## src/rtl/e203_exu_oitf.sv

```systemverilog
// Outstanding instruction track FIFO: records in-flight long-latency writes in
// dispatch order and flags operands of the dispatching instruction that hit one.
module e203_exu_oitf #(
   parameter int OITF_DEPTH = 2,
   parameter int ITAG_WIDTH = 1
) (
   input  logic                  clk,
   input  logic                  rst_n,

   input  logic                  dis_ena,
   output logic                  dis_ready,
   output logic [ITAG_WIDTH-1:0] dis_ptr,

   input  logic                  ret_ena,
   output logic [ITAG_WIDTH-1:0] ret_ptr,
   output logic [4:0]            ret_rdidx,
   output logic                  ret_rdwen,
   output logic                  ret_rdfpu,
   output logic [31:0]           ret_pc,

   output logic                  oitf_empty,

   input  logic                  disp_i_rs1en,
   input  logic                  disp_i_rs2en,
   input  logic                  disp_i_rs3en,
   input  logic                  disp_i_rdwen,
   input  logic                  disp_i_rs1fpu,
   input  logic                  disp_i_rs2fpu,
   input  logic                  disp_i_rs3fpu,
   input  logic                  disp_i_rdfpu,
   input  logic [4:0]            disp_i_rs1idx,
   input  logic [4:0]            disp_i_rs2idx,
   input  logic [4:0]            disp_i_rs3idx,
   input  logic [4:0]            disp_i_rdidx,
   input  logic [31:0]           disp_i_pc,

   output logic                  oitfrd_match_disprs1,
   output logic                  oitfrd_match_disprs2,
   output logic                  oitfrd_match_disprs3,
   output logic                  oitfrd_match_disprd
);

   localparam logic [ITAG_WIDTH-1:0] LP_LAST_PTR = ITAG_WIDTH'(OITF_DEPTH - 1);

   logic [ITAG_WIDTH-1:0] r_alloc_ptr;
   logic                  r_alloc_flg;
   logic [ITAG_WIDTH-1:0] r_ret_ptr;
   logic                  r_ret_flg;

   logic                  r_vld   [OITF_DEPTH];
   logic [4:0]            r_rdidx [OITF_DEPTH];
   logic                  r_rdwen [OITF_DEPTH];
   logic                  r_rdfpu [OITF_DEPTH];
   logic [31:0]           r_pc    [OITF_DEPTH];

   logic w_full;
   logic w_alloc;
   logic w_ret;
   logic w_match_rs1;
   logic w_match_rs2;
   logic w_match_rs3;
   logic w_match_rd;

   // Same index with differing wrap flags means the writer has lapped the reader.
   assign oitf_empty = (r_alloc_ptr == r_ret_ptr) & (r_alloc_flg == r_ret_flg);
   assign w_full     = (r_alloc_ptr == r_ret_ptr) & (r_alloc_flg != r_ret_flg);
   assign dis_ready  = ~w_full;
   assign w_alloc    = dis_ena & ~w_full;
   assign w_ret      = ret_ena & ~oitf_empty;

   assign dis_ptr    = r_alloc_ptr;
   assign ret_ptr    = r_ret_ptr;
   assign ret_rdidx  = r_rdidx[r_ret_ptr];
   assign ret_rdwen  = r_rdwen[r_ret_ptr];
   assign ret_rdfpu  = r_rdfpu[r_ret_ptr];
   assign ret_pc     = r_pc[r_ret_ptr];

   // NOTE: sequential state uses non-blocking assignments so every register
   // samples pre-edge values, whatever order the blocks are evaluated in.
   always_ff @(posedge clk or negedge rst_n) begin
      if (!rst_n) begin
         r_alloc_ptr <= '0;
         r_alloc_flg <= 1'b0;
         r_ret_ptr   <= '0;
         r_ret_flg   <= 1'b0;
      end else begin
         if (w_alloc) begin
            if (r_alloc_ptr == LP_LAST_PTR) begin
               r_alloc_ptr <= '0;
               r_alloc_flg <= ~r_alloc_flg;
            end else begin
               r_alloc_ptr <= r_alloc_ptr + 1'b1;
            end
         end
         if (w_ret) begin
            if (r_ret_ptr == LP_LAST_PTR) begin
               r_ret_ptr <= '0;
               r_ret_flg <= ~r_ret_flg;
            end else begin
               r_ret_ptr <= r_ret_ptr + 1'b1;
            end
         end
      end
   end

   // NOTE: the payload array is reset as well, not just the valid bits, so the
   // ret_* outputs read back as zero after reset instead of stale contents.
   always_ff @(posedge clk or negedge rst_n) begin
      if (!rst_n) begin
         for (int i = 0; i < OITF_DEPTH; i++) begin
            r_vld[i]   <= 1'b0;
            r_rdidx[i] <= '0;
            r_rdwen[i] <= 1'b0;
            r_rdfpu[i] <= 1'b0;
            r_pc[i]    <= '0;
         end
      end else begin
         // Alloc and retire only share an index when full or empty, where one is blocked.
         for (int i = 0; i < OITF_DEPTH; i++) begin
            if (w_alloc && (r_alloc_ptr == ITAG_WIDTH'(i))) begin
               r_vld[i]   <= 1'b1;
               r_rdidx[i] <= disp_i_rdidx;
               r_rdwen[i] <= disp_i_rdwen;
               r_rdfpu[i] <= disp_i_rdfpu;
               r_pc[i]    <= disp_i_pc;
            end else if (w_ret && (r_ret_ptr == ITAG_WIDTH'(i))) begin
               r_vld[i]   <= 1'b0;
            end
         end
      end
   end

   // NOTE: every always_comb output gets a default first so no latch is inferred.
   always_comb begin
      w_match_rs1 = 1'b0;
      w_match_rs2 = 1'b0;
      w_match_rs3 = 1'b0;
      w_match_rd  = 1'b0;
      for (int i = 0; i < OITF_DEPTH; i++) begin
         if (r_vld[i] && r_rdwen[i]) begin
            if (disp_i_rs1en && (r_rdidx[i] == disp_i_rs1idx) && (r_rdfpu[i] == disp_i_rs1fpu))
               w_match_rs1 = 1'b1;
            if (disp_i_rs2en && (r_rdidx[i] == disp_i_rs2idx) && (r_rdfpu[i] == disp_i_rs2fpu))
               w_match_rs2 = 1'b1;
            if (disp_i_rs3en && (r_rdidx[i] == disp_i_rs3idx) && (r_rdfpu[i] == disp_i_rs3fpu))
               w_match_rs3 = 1'b1;
            if (disp_i_rdwen && (r_rdidx[i] == disp_i_rdidx) && (r_rdfpu[i] == disp_i_rdfpu))
               w_match_rd = 1'b1;
         end
      end
   end

   assign oitfrd_match_disprs1 = w_match_rs1;
   assign oitfrd_match_disprs2 = w_match_rs2;
   assign oitfrd_match_disprs3 = w_match_rs3;
   assign oitfrd_match_disprd  = w_match_rd;

endmodule

```

## config.mk

```make
export PLATFORM = sky130hd
export DESIGN_NAME = e203_exu_oitf
export DESIGN_NICKNAME = d
export VERILOG_FILES = /design/src/rtl/e203_exu_oitf.sv
export SDC_FILE = /design/constraint.sdc
export NUM_CORES = 1
export LEC_CHECK = 0
export BUFFER_PORTS_ARGS = -buffer_cell sky130_fd_sc_hd__buf_2
export CAP_MARGIN = 20
export CORE_ASPECT_RATIO = 2
export CORE_UTILIZATION = 25
export DETAILED_ROUTE_END_ITERATION = 10
export GPL_TIMING_DRIVEN = 0
export PLACE_DENSITY = 0.55
export SYNTH_ARGS = -nofsm -noshare
export SYNTH_HDL_FRONTEND = slang
export SYNTH_SLANG_ARGS = --single-unit
```

## constraint.sdc

```tcl
create_clock -name clk -period 1.8 [get_ports clk]
set_input_delay 0.09 -clock clk [delete_from_list [all_inputs] [get_ports clk]]
set_output_delay 0.09 -clock clk [all_outputs]
set_load 0.005 [all_outputs]
```

==> reports/metrics.yaml <==
clock_latency_ps: 340
whs_ps: 17.6
place.gp.congestion: 0.716
comb_power_share_pct: 54.2
clock_sinks: 84
port_buffers: 110
yosysWarningCount: 0
report.final.slew_viol_count: 0
hpwl_mm: 7.93
nNetsFinal: 543
tns_ps: 0
fp.dieH_um: 190
grt_max_degree: 69
crit_required_ps: 1710
r2r_cells: 7
min_period_over_period_pct: 99.6
start_util_pct: 25.6
leakage_nw: 2.87
total_power_mw: 11.9
mostFrequentLayoutCells: "109 x buf_2, 76 x mux2_2, 76 x dfrtp_1"
fp.dieW_um: 96.1
grt_pass1_vias: 3419
skew_ps: 6.03
ys_seq_elements: 84
layout_setup_ws_ps: 6.80
drive_gt1_share_pct: 61.0
p_clk_share_pct: 15.7
drt-initial-drc-count: 58
powerDensity_nw_per_um2: 1910
r2r_slack_ps: 70
hold_class: "in2reg"
wl_mm: 11.4
worstSetupStartpointType: "register"
num_vias: 3007
timing.hold.worst_path_depth: 2
io_pins: 111
path_clk_slew_ps: 60
syn-num-nets: 377
intPower_mw: 8.00
max_freq_mhz: 558
routedWlPerCell_um: 16.5
grt_pass1_wl_mm: 17.5
maxSlewHeadroom_pct: 73.2
hold_viol: 0
synthDistinctLibCells: 21
ys_seq_area_share_pct: 47.5
syn_inst: 313
fin_area_sq_um: 6240
n_antenna_cell: 0
drc: 0
p_switching_mw: 3.91
cts_tree: "yes"
firstDrtPassIters: 4
row_count: 68
routed_via_density: 4.33
final-setup-viol-count: 0
antenna_found_initial: 0
p_sw_share_pct: 32.8
rsz0062_at_grt: "true"
numCtsBuffers: 9
grt_overflow: 0
worstReg2RegEnd: "r_pc[15]$_DFFE_PN0P_"
place_ws_ps: -110
cts_max_level: 3
final.min_clock_period_ps: 1790
status: "finished, final reports clean"
syn_avg_cell_area_sq_um: 14.1
worstHoldStart: "disp_i_pc[24]"
dpl_cell_area_sq_um: 5270
cp_max_fo: 5
syn_area_sq_um: 4420
syn_to_final_growth_pct: 41.0
grt_usage_pct: 13.0
crit_type: "reg2out"
tightest_slew_ps: 402
fp.dieArea_sq_um: 18300
hold_path_end: "r_pc[56]$_DFFE_PN0P_"
cp.arrival_ps: 1700
cts_root_buf: "clkbuf_16"
cp-end-kind: "primary output"
crit-reg2reg-launch: "ret_ptr$_DFFE_PN0N_"
pwr-share-seq_pct: 30.0
ir_worst_vdd_v: 0.000822
drv_cap: 0
final_common_cell: "buf_2"
core_sq_um: 17300
postRouteAntennaNets: 0
clock_path_buffers: 2
[power by group through the flow]
| stage | Sequential [mW] | Clock, mW | Combinational [mW] |
|---|---|---|---|
| 2_1_floorplan | 3.24 | 0 | 4.15 |
| 3_3_place_gp | 3.33 | 0 | 5.71 |
| 3_5_place_dp | 3.39 | 0 | 5.81 |
| 4_1_cts | 3.57 | 1.97 | 5.98 |
| 5_1_grt | 3.72 | 2.01 | 6.97 |
| 6_report | 3.58 | 1.87 | 6.46 |
[worst max-delay path by stage]
stage                                       from              endpoint  slack, ps
after floorplan              ret_ptr$_DFFE_PN0N_   r_pc[0]$_DFFE_PN0P_        160
after global placement       ret_ptr$_DFFE_PN0N_          ret_rdidx[1]       -100
after detailed placement     ret_ptr$_DFFE_PN0N_          ret_rdidx[1]       -110
after CTS                 r_rdidx[5]$_DFFE_PN0P_  oitfrd_match_disprs2        -60
after global routing      r_rdidx[0]$_DFFE_PN0P_  oitfrd_match_disprs2       -130
final                     r_rdidx[3]$_DFFE_PN0P_  oitfrd_match_disprs1          7
[state kept, by name (all words and copies together) (netlist names)]
register,count
r_pc,64
r_rdfpu,2
ret_ptr,1
r_ret_flg,1
r_rdwen,2
r_vld,2
r_alloc_flg,1
r_rdidx,10
dis_ptr,1
[layout make-up]
type | instances | area (sq um)
Fill cell | 1695 | 11000
Tap cell | 210 | 263
Buffer | 17 | 193
Clock buffer | 15 | 268
Sequential cell | 84 | 2110
Multi-Input combinational cell | 204 | 2240
Timing Repair Buffer | 163 | 1130
Clock inverter | 1 | 30.0
[kinds of logic (layout without fill, tap and decap cells)]
logic type	Yosys count	after routing	share of synthesized area (%)
buffers and inverters	25	196	3.51
multiplexers	117	117	33.0
flip-flops	84	84	47.5
AO/OA/AOI/OAI	7	7	1.08
AND/OR/NAND/NOR	26	26	4.02
XOR/XNOR	54	54	10.9
[through the flow]
| stage | std cells | utilization, % |
|---|---|---|
| after floorplan | 313 | - |
| after global placement | 633 | 30.3 |
| after detailed placement | 634 | 30.5 |
| after CTS | 679 | 34.6 |
| after global routing | 694 | 36.1 |
| final | 694 | 36.1 |
[critical path, cell delays in order, from the launching register on]
cell	delay, ps
dfrtp_2	460
xor2_1	180
nor4_1	330
nand4_1	130
a21boi_1	150
buf_2	120
[repair_timing]
item                       4_1_cts  5_1_grt
hold endpoints to repair       138        0
pin swaps                       17        5
hold buffers                    29        0
gates cloned                     0        4
setup endpoints to repair      106       81
resized for setup               32       14
buffers inserted                 8       11
[cell usage after synthesis (all sizes together)]
cell type	n	area, sq um
a21boi	4	30.0
buf	15	118
clkbuf	10	37.5
dfrtp	84	2100
mux2	117	1460
nand2	6	22.5
nand2b	1	13.8
nand3	1	17.5
nand3b	1	20.0
nand4	8	50.1
nor2	1	3.75
nor4	8	50.1
o211ai	1	7.51
o21ai	2	10.0
xnor2	28	245
xor2	26	235
[per-layer routing]
| metal | vias up | wire [um] | global-route usage [%] |
|---|---|---|---|
| li1 | 1420 | - | - |
| met1 | 1501 | 4260 | 12.7 |
| met2 | 75 | 6460 | 24.7 |
| met3 | 11 | 427 | 2.08 |
| met4 | 0 | 283 | 6.95 |
| met5 | - | 0 | 0 |
Power figures use the tool's default switching activity.
